<file path="src/rtl/axil_read_arbiter.sv">
// Round-robin arbiter that shares one AXI-Lite read slave port among several read masters.
// Only one transaction is in flight at a time; a per-transaction timeout answers SLVERR when the slave stalls.
module axil_read_arbiter #(
    parameter int NUM_MASTERS = 4,
    parameter int ADDR_W      = 32,
    parameter int DATA_W      = 32,
    parameter int TIMEOUT     = 255
) (
    input  logic                          S_AXIL_ACLK,
    input  logic                          S_AXIL_ARESET,
    input  logic [NUM_MASTERS-1:0]        S_AXIL_ARVALID,
    output logic [NUM_MASTERS-1:0]        S_AXIL_ARREADY,
    input  logic [NUM_MASTERS*ADDR_W-1:0] S_AXIL_ARADDR,
    input  logic [NUM_MASTERS*3-1:0]      S_AXIL_ARPROT,
    output logic [NUM_MASTERS-1:0]        S_AXIL_RVALID,
    input  logic [NUM_MASTERS-1:0]        S_AXIL_RREADY,
    output logic [DATA_W-1:0]             S_AXIL_RDATA,
    output logic [1:0]                    S_AXIL_RRESP,
    output logic                          M_AXIL_ARVALID,
    input  logic                          M_AXIL_ARREADY,
    output logic [ADDR_W-1:0]             M_AXIL_ARADDR,
    output logic [2:0]                    M_AXIL_ARPROT,
    input  logic                          M_AXIL_RVALID,
    output logic                          M_AXIL_RREADY,
    input  logic [DATA_W-1:0]             M_AXIL_RDATA,
    input  logic [1:0]                    M_AXIL_RRESP
);

    localparam int GW = (NUM_MASTERS > 1) ? $clog2(NUM_MASTERS) : 1;
    localparam int CW = (TIMEOUT > 1) ? $clog2(TIMEOUT + 1) : 1;
    localparam logic [CW-1:0] CNT_LAST = (TIMEOUT > 0) ? CW'(TIMEOUT - 1) : '0;
    localparam logic [GW:0] NUM_W = (GW + 1)'(NUM_MASTERS);
    localparam logic [NUM_MASTERS-1:0] ONE_HOT0 = NUM_MASTERS'(1);
    localparam logic [1:0] RESP_SLVERR = 2'b10;

    typedef enum logic [2:0] {
        ST_IDLE  = 3'd0,
        ST_GRANT = 3'd1,
        ST_ADDR  = 3'd2,
        ST_DATA  = 3'd3,
        ST_RESP  = 3'd4
    } state_t;

    state_t              state_r, state_s;
    logic [GW-1:0]       grant_r, grant_s;
    logic [GW-1:0]       rr_ptr_r, rr_ptr_s;
    logic                stale_r, stale_s;
    logic [CW-1:0]       cnt_r, cnt_s;
    logic [DATA_W-1:0]   rdata_s;
    logic [1:0]          rresp_s;
    logic [ADDR_W-1:0]   araddr_s;
    logic [2:0]          arprot_s;
    logic                pick_found_s;
    logic [GW-1:0]       pick_idx_s;
    logic [GW:0]         cand_s;
    logic                ar_hs_s, m_ar_hs_s, m_r_hs_s, s_r_hs_s, tmo_s;
    logic [NUM_MASTERS-1:0] grant_oh_s;

    assign ar_hs_s   = S_AXIL_ARVALID[grant_r] & S_AXIL_ARREADY[grant_r];
    assign m_ar_hs_s = M_AXIL_ARVALID & M_AXIL_ARREADY;
    assign m_r_hs_s  = M_AXIL_RVALID & M_AXIL_RREADY;
    assign s_r_hs_s  = S_AXIL_RVALID[grant_r] & S_AXIL_RREADY[grant_r];
    assign tmo_s     = (TIMEOUT > 0) && (cnt_r == CNT_LAST);
    assign grant_oh_s = ONE_HOT0 << grant_s;

    // Round-robin search: first requester strictly after rr_ptr, wrapping around
    always_comb begin
        pick_found_s = 1'b0;
        pick_idx_s   = '0;
        cand_s       = '0;
        for (int i = 1; i <= NUM_MASTERS; i++) begin
            cand_s = {1'b0, rr_ptr_r} + (GW + 1)'(i);
            if (cand_s >= NUM_W) begin
                cand_s = cand_s - NUM_W;
            end else begin
                cand_s = cand_s;
            end
            if (!pick_found_s && S_AXIL_ARVALID[cand_s[GW-1:0]]) begin
                pick_found_s = 1'b1;
                pick_idx_s   = cand_s[GW-1:0];
            end else begin
                pick_found_s = pick_found_s;
            end
        end
    end

    // Next-state and next-datapath logic
    always_comb begin
        state_s  = state_r;
        grant_s  = grant_r;
        rr_ptr_s = rr_ptr_r;
        stale_s  = stale_r;
        cnt_s    = cnt_r;
        rdata_s  = S_AXIL_RDATA;
        rresp_s  = S_AXIL_RRESP;
        araddr_s = M_AXIL_ARADDR;
        arprot_s = M_AXIL_ARPROT;

        // A late response from a timed-out transaction is swallowed here
        if (stale_r && m_r_hs_s) begin
            stale_s = 1'b0;
        end else begin
            stale_s = stale_r;
        end

        case (state_r)
            ST_IDLE: begin
                if (!stale_r && pick_found_s) begin
                    grant_s  = pick_idx_s;
                    rr_ptr_s = pick_idx_s;
                    state_s  = ST_GRANT;
                end else begin
                    state_s = ST_IDLE;
                end
            end
            ST_GRANT: begin
                if (ar_hs_s) begin
                    araddr_s = S_AXIL_ARADDR[grant_r*ADDR_W +: ADDR_W];
                    arprot_s = S_AXIL_ARPROT[grant_r*3 +: 3];
                    cnt_s    = '0;
                    state_s  = ST_ADDR;
                end else begin
                    state_s = ST_GRANT;
                end
            end
            ST_ADDR: begin
                // Address accepted on the timeout cycle still leaves a response owed
                if (tmo_s) begin
                    rdata_s = '0;
                    rresp_s = RESP_SLVERR;
                    stale_s = m_ar_hs_s;
                    state_s = ST_RESP;
                end else if (m_ar_hs_s) begin
                    cnt_s   = cnt_r + CW'(1);
                    state_s = ST_DATA;
                end else begin
                    cnt_s   = cnt_r + CW'(1);
                    state_s = ST_ADDR;
                end
            end
            ST_DATA: begin
                if (m_r_hs_s) begin
                    rdata_s = M_AXIL_RDATA;
                    rresp_s = M_AXIL_RRESP;
                    state_s = ST_RESP;
                end else if (tmo_s) begin
                    rdata_s = '0;
                    rresp_s = RESP_SLVERR;
                    stale_s = 1'b1;
                    state_s = ST_RESP;
                end else begin
                    cnt_s   = cnt_r + CW'(1);
                    state_s = ST_DATA;
                end
            end
            ST_RESP: begin
                if (s_r_hs_s) begin
                    state_s = ST_IDLE;
                end else begin
                    state_s = ST_RESP;
                end
            end
            default: begin
                state_s = ST_IDLE;
            end
        endcase
    end

    // State and registered outputs, all decoded from the next state
    always_ff @(posedge S_AXIL_ACLK) begin
        if (S_AXIL_ARESET) begin
            state_r        <= ST_IDLE;
            grant_r        <= '0;
            rr_ptr_r       <= GW'(NUM_MASTERS - 1);
            stale_r        <= 1'b0;
            cnt_r          <= '0;
            S_AXIL_ARREADY <= '0;
            S_AXIL_RVALID  <= '0;
            S_AXIL_RDATA   <= '0;
            S_AXIL_RRESP   <= 2'b00;
            M_AXIL_ARVALID <= 1'b0;
            M_AXIL_ARADDR  <= '0;
            M_AXIL_ARPROT  <= 3'b000;
            M_AXIL_RREADY  <= 1'b0;
        end else begin
            state_r        <= state_s;
            grant_r        <= grant_s;
            rr_ptr_r       <= rr_ptr_s;
            stale_r        <= stale_s;
            cnt_r          <= cnt_s;
            S_AXIL_ARREADY <= (state_s == ST_GRANT) ? grant_oh_s : '0;
            S_AXIL_RVALID  <= (state_s == ST_RESP) ? grant_oh_s : '0;
            S_AXIL_RDATA   <= rdata_s;
            S_AXIL_RRESP   <= rresp_s;
            M_AXIL_ARVALID <= (state_s == ST_ADDR);
            M_AXIL_ARADDR  <= araddr_s;
            M_AXIL_ARPROT  <= arprot_s;
            M_AXIL_RREADY  <= (state_s == ST_DATA) || stale_s;
        end
    end

endmodule

</file>
<file path="config.mk">
export PLATFORM = sky130hd
export DESIGN_NAME = axil_read_arbiter
export DESIGN_NICKNAME = d
export VERILOG_FILES = /design/src/rtl/axil_read_arbiter.sv
export SDC_FILE = /design/constraint.sdc
export NUM_CORES = 1
export LEC_CHECK = 0
export ABC_AREA = 1
export CORE_MARGIN = 10
export CORE_UTILIZATION = 39
export CTS_CLUSTER_SIZE = 14
export DETAILED_ROUTE_END_ITERATION = 7
export MAX_ROUTING_LAYER = met4
export PLACE_DENSITY = 0.81
export SYNTH_ARGS = -nofsm -noshare
export SYNTH_HDL_FRONTEND = slang
export SYNTH_SLANG_ARGS = --single-unit
</file>
<file path="constraint.sdc">
create_clock -name S_AXIL_ACLK -period 1.9 [get_ports S_AXIL_ACLK]
set_clock_uncertainty 0.2 [all_clocks]
set_input_delay 0.38 -clock S_AXIL_ACLK [delete_from_list [all_inputs] [get_ports S_AXIL_ACLK]]
set_output_delay 0.38 -clock S_AXIL_ACLK [all_outputs]
set_load 0.01 [all_outputs]
</file>
==> impl_metrics.yaml, run 1 <==
cells_and_area:
  drive_gt1_share_pct: 11.9
  mostFrequentLayoutCell: "clkdlybuf4s50_1"
  area_growth_pct: 71.0
  nets: 1184
  fin_area_um2: 8290
  mostFrequentLayoutCells: "257 x clkdlybuf4s50_1, 161 x nand2_1, 92 x dfxtp_1"
sta:
  finalWorstSetupSlack_ns: 0.0430
  period_minus_slack_ns: 1.86
  report.final.slew_viol_count: 0
  period_share_pct: 97.7
  holdWs_ns: 0.127
  tns_ns: 0
  finalSetupViolCount: 0
  hold_viol_final: 0
  max_slew_margin_pct: 66.9
  rsz0062_at_grt: "yes"
  tightest_slew_ns: 0.497
  max_freq_mhz: 538
yosys:
  synth.area.top_cells: "dfxtp_1 39%, nand2_1 13%, a21oi_1 8.3%"
  synth_area_um2: 4850
  netlist.area_leader.share_pct: 39.2
  post-synth-top-area-cell: "dfxtp_1"
  synthesis.nets: 916
  syn_avg_cell_area_um2: 6.66
  syn_inst: 728
  synth_seq_cells: 95
  ys_seq_area_share_pct: 39.2
  yosys_warnings: 0
  synth_cell_type_count: 37
routing:
  wl_um: 20000
  via_per_inst: 5.05
  drc_errors: 0
  drt-initial-drc-count: 417
  drtAntennaViolNets: 0
  routed-via-count: 5903
  wire_per_inst_um: 17.1
  firstDrtPassIters: 5
worst_setup_path:
  reg2reg_slack_ns: 0.04
  crit_path_end_kind: "register"
  crit_path_start_kind: "register"
  crit_arrival_ns: 1.94
  cp.required_ns: 1.98
  critPathKind: "reg2reg"
  crit_path_max_fanout: 5
pwr:
  vdd_ir_drop_max_uv: 520
  seqPwrFrac_pct: 29.8
  comb_power_share_pct: 47.5
  power.leakage_nw: 3.14
  switchingPower_w: 0.00299
  internal_power_w: 0.00476
  power.density_nw_per_um2: 935
  p_sw_share_pct: 38.6
  pwr-share-clk_pct: 22.7
grt:
  grt_pass1_vias: 5697
  grt_overflow_total: 0
  grt_first_pass_wirelength_um: 30300
  track_usage_pct: 21.9
  antenna_found_initial: 1
  grt_max_degree: 71
cts:
  cts_num_sinks: 95
  clk_pin_slew_worst_paths_ns: 0.07
  cts_root_buffer: "clkbuf_16"
  cts_buffer_depth: 2
  cts_tree: "built"
  clkLatencyLatePin_ns: 0.34
  cts.htree.levels: 3
  cts_made_buffers: 9
floorplanning:
  rows: 40
  coreArea_um2: 12100
  die_x_um: 131
  die_h_um: 131
  dieArea_um2: 17300
  ios: 265
  initial_core_util_pct: 40.0
placement:
  gp_congestion: 0.896
  placed_area_um2: 7820
  port_buffers: 264
  post-place-ws_ns: -0.365
  place_hpwl_um: 15200
worst_hold_path:
  hold_class: "in2reg"
status:
  status: "finished clean"
job:
  max_cap_viol_count: 0
==> synthesized netlist by cell type, drive strengths merged <==
library cell	instances
xor2	3
o221ai	1
a21boi	1
o22ai	36
nand2	185
nor3	1
and3	1
o21ai	75
nor2	98
dfxtp	95
o211ai	2
o31ai	1
inv	28
nand4	5
or2	1
clkinv	2
buf	15
nand3	58
nor4	1
clkbuf	35
a21oi	81
ha	2
a31oi	1
==> area by class of cell <==
| type | count | area (µm²) |
|---|---|---|
| Fill cell | 1044 | 3820 |
| Timing Repair Buffer | 307 | 3080 |
| Multi-Input combinational cell | 553 | 2680 |
| Sequential cell | 95 | 1910 |
| Clock buffer | 12 | 267 |
| Tap cell | 168 | 210 |
| Inverter | 30 | 123 |
| Clock inverter | 4 | 27.5 |
| Antenna cell | 1 | 2.50 |
==> power groups by stage <==
stage	Combinational [W]	Sequential, W	Clock (W)
after floorplan	0.00205	0.00234	0
after detailed placement	0.00337	0.00234	0
after CTS	0.00338	0.00231	0.00179
after global routing	0.00405	0.00233	0.00189
final	0.00368	0.00231	0.00176
after global placement	0.00332	0.00234	0
==> logic make-up (layout without fill, tap and decap cells) <==
group | count (synthesis) | in the layout | share of synthesized area [%]
and+or+nand+nor | 350 | 350 | 30.8
AOI/OAI and AO/OA | 198 | 198 | 21.9
DFF | 95 | 95 | 39.2
buffers and inverters | 80 | 353 | 6.94
xor gates and xnor gates | 3 | 3 | 0.542
adders and majority gates | 2 | 2 | 0.516
other | 0 | 1 | 0
==> worst paths after layout <==
kind / startpoint / end / cells after the start
max reg2reg: rr_ptr_r[0]$_SDFFE_PP1N_ / grant_r[1]$_SDFF_PP0_ / 14
min: S_AXIL_ARESET / grant_r[1]$_SDFF_PP0_ / 2
min reg2reg: S_AXIL_RDATA[24]$_SDFFE_PP0N_ / S_AXIL_RDATA[24]$_SDFFE_PP0N_ / 2
max: rr_ptr_r[0]$_SDFFE_PP1N_ / grant_r[1]$_SDFF_PP0_ / 14
==> stage by stage <==
stage / total power, W / util, % / std cells
3_5_place_dp: 0.00571 / 64.5 / 1145
5_1_grt: 0.00826 / 68.5 / 1170
3_3_place_gp: 0.00566 / 64.5 / 1145
6_report: 0.00775 / 68.5 / 1170
4_1_cts: 0.00748 / 67.0 / 1161
2_1_floorplan: 0.00439 / - / 728
==> layer usage <==
| layer | global-route usage, % | vias to the layer above | routed length, µm |
|---|---|---|---|
| li1 | - | 2973 | - |
| met1 | 22.1 | 2707 | 7500 |
| met2 | 39.4 | 197 | 10600 |
| met3 | 7.58 | 26 | 1460 |
| met4 | 6.12 | 0 | 380 |
| met5 | - | - | 0 |
==> repair_timing <==
item / CTS / global route
setup endpoints to repair: 9 / 55
hold buffers: 0 / 0
buffers inserted: 0 / 7
resized for setup: 1 / 38
gates cloned: 0 / 1
pin swaps: 0 / 16
==> registers in the layout, indices dropped and copies added, names as in the netlist <==
register / flops
M_AXIL_ARPROT: 3
grant_r: 2
rr_ptr_r: 2
cnt_r: 8
S_AXIL_ARREADY: 4
S_AXIL_RDATA: 32
M_AXIL_ARVALID: 1
M_AXIL_RREADY: 1
M_AXIL_ARADDR: 32
stale_r: 1
S_AXIL_RVALID: 4
state_r: 3
S_AXIL_RRESP: 2
==> critical path, cell delays in order, from the launching register on <==
cell	delay, ns
dfxtp_4	0.38
buf_6	0.14
nand2_2	0.06
nand2_2	0.06
nand2_2	0.07
nand2_2	0.07
nor2_4	0.14
buf_4	0.12
nand4_1	0.07
nand2_1	0.09
nand2_2	0.06
nand2_2	0.09
inv_2	0.05
buf_4	0.14
nor2_4	0.06
Power figures use the tool's default switching activity.
==> run 2: changes to the inputs <==
CORE_ASPECT_RATIO = 0.6   (was unset)
SKIP_CTS_REPAIR_TIMING = 1   (was unset)
SLEW_MARGIN = 20   (was unset)
==> impl_metrics.yaml, run 2 (synthesized netlist as in run 1, its figures left out) <==
sta:
  rsz0062_at_grt: "yes"
  period_share_pct: 98.0
  hold_viol_final: 0
  tns_ns: 0
  report.final.slew_viol_count: 0
  finalWorstSetupSlack_ns: 0.0374
  max_freq_mhz: 537
  max_slew_margin_pct: 69.1
  finalSetupViolCount: 0
  tightest_slew_ns: 0.464
  holdWs_ns: 0.258
  period_minus_slack_ns: 1.86
cts:
  clkLatencyLatePin_ns: 0.33
  cts_tree: "built"
  cts_num_sinks: 95
  cts_root_buffer: "clkbuf_16"
  cts.htree.levels: 3
  cts_made_buffers: 9
  cts_buffer_depth: 2
  clk_pin_slew_worst_paths_ns: 0.07
routing:
  wire_per_inst_um: 17.3
  wl_um: 20200
  drt-initial-drc-count: 376
  routed-via-count: 5947
  drtAntennaViolNets: 0
  via_per_inst: 5.08
  drc_errors: 0
  firstDrtPassIters: 5
worst_setup_path:
  rr_worst_depth: 15
  rr_startpoint: "rr_ptr_r[0]$_SDFFE_PP1N_"
  worst_path_largest_cell_delay_ns: 0.61
  crit_path_start_kind: "register"
  cp_cell_sequence: "clkdlybuf4s50_1"
  critPathKind: "reg2out"
  critPathTopFamily: "buffers and inverters"
  crit_path_max_fanout: 2
  crit_arrival_ns: 1.28
  crit_path_end_kind: "output pin"
  timing.rr.end: "S_AXIL_ARREADY[0]$_SDFF_PP0_"
  crit_buf_inv: 1
  crit_path_top_delay_cell: "clkdlybuf4s50_1"
  cp.required_ns: 1.32
  reg2reg_slack_ns: 0.06
placement:
  place_hpwl_um: 15600
  post-place-ws_ns: -0.389
  gp_congestion: 0.911
  port_buffers: 264
floorplanning:
  die_x_um: 164
  dieArea_um2: 17400
  coreArea_um2: 12100
  die_h_um: 106
  rows: 31
  initial_core_util_pct: 40.1
  ios: 265
job:
  max_cap_viol_count: 0
pwr:
  vdd_ir_drop_max_uv: 505
  power.leakage_nw: 3.22
  power.density_nw_per_um2: 959
cells_and_area:
  mostFrequentLayoutCells: "255 x clkdlybuf4s50_1, 158 x nand2_1, 89 x dfxtp_1"
  fin_util_pct: 69.6
  area_growth_pct: 73.6
  mostFrequentLayoutCell: "clkdlybuf4s50_1"
  top_regs: "M_AXIL_ARADDR x32, S_AXIL_RDATA x32, cnt_r x8"
  fill_cells: 1042
  multi_input_area_um2: 2780
  regArea_um2: 1910
  drive_gt1_share_pct: 13.1
  nets: 1188
  antenna_cells: 0
grt:
  grt_overflow_total: 0
  grt_max_degree: 60
  grt_first_pass_wirelength_um: 30400
  antenna_found_initial: 0
  grt_pass1_vias: 5657
  track_usage_pct: 22.0
status:
  status: "finished clean"
worst_hold_path:
  min_from: "S_AXIL_RDATA[4]$_SDFFE_PP0N_"
  worstHoldPathCells: 2
  whs_endpoint: "S_AXIL_RDATA[4]$_SDFFE_PP0N_"
  hold_class: "reg2reg"
-- run 2: stage by stage --
step | instance area [µm²] | cells | power [W]
2_1_floorplan | 4850 | 728 | 0.00439
3_3_place_gp | 7840 | 1147 | 0.00577
3_5_place_dp | 7840 | 1147 | 0.00580
4_1_cts | 8140 | 1163 | 0.00761
5_1_grt | 8420 | 1170 | 0.00860
6_report | 8420 | 1170 | 0.00807
-- run 2: cell type report --
class,instances,area share (%)
clock buffers,9,2.68
clock inverters,7,0.847
flip-flops and latches,95,22.7
repair buffers,311,36.8
multi-input cells,553,33.0
inverters,30,1.55
well taps,165,2.45
-- run 2: metal layers --
metal	wire, µm	GRT usage [%]
met5	0	-
met2	9210	34.3
met3	1800	7.78
met4	203	3.94
met1	8980	27.2
-- run 2: how the worst max path moves through the flow --
stage | start | to | slack [ns] | cells past startpoint
final | M_AXIL_ARPROT[2]$_SDFFE_PP0P_ | M_AXIL_ARPROT[2] | 0.04 | 1
after global routing | rr_ptr_r[0]$_SDFFE_PP1N_ | S_AXIL_ARREADY[0]$_SDFF_PP0_ | -0.07 | 15
after CTS | S_AXIL_ARVALID[3] | S_AXIL_RVALID[0]$_SDFF_PP0_ | -0.05 | 14
after detailed placement | S_AXIL_ARVALID[2] | S_AXIL_RVALID[0]$_SDFF_PP0_ | -0.39 | 14
after global placement | S_AXIL_ARVALID[2] | S_AXIL_RVALID[0]$_SDFF_PP0_ | -0.38 | 14
after floorplan | cnt_r[0]$_SDFFE_PP0P_ | M_AXIL_ARVALID$_SDFF_PP0_ | 0.19 | 10
-- run 2: power by group --
group,leakage [nW],switching (W),total (W),internal [W]
registers,0.769,0.000133,0.00231,0.00217
clock network,0.150,0.000775,0.00180,0.00103
logic,2.31,0.00224,0.00396,0.00172
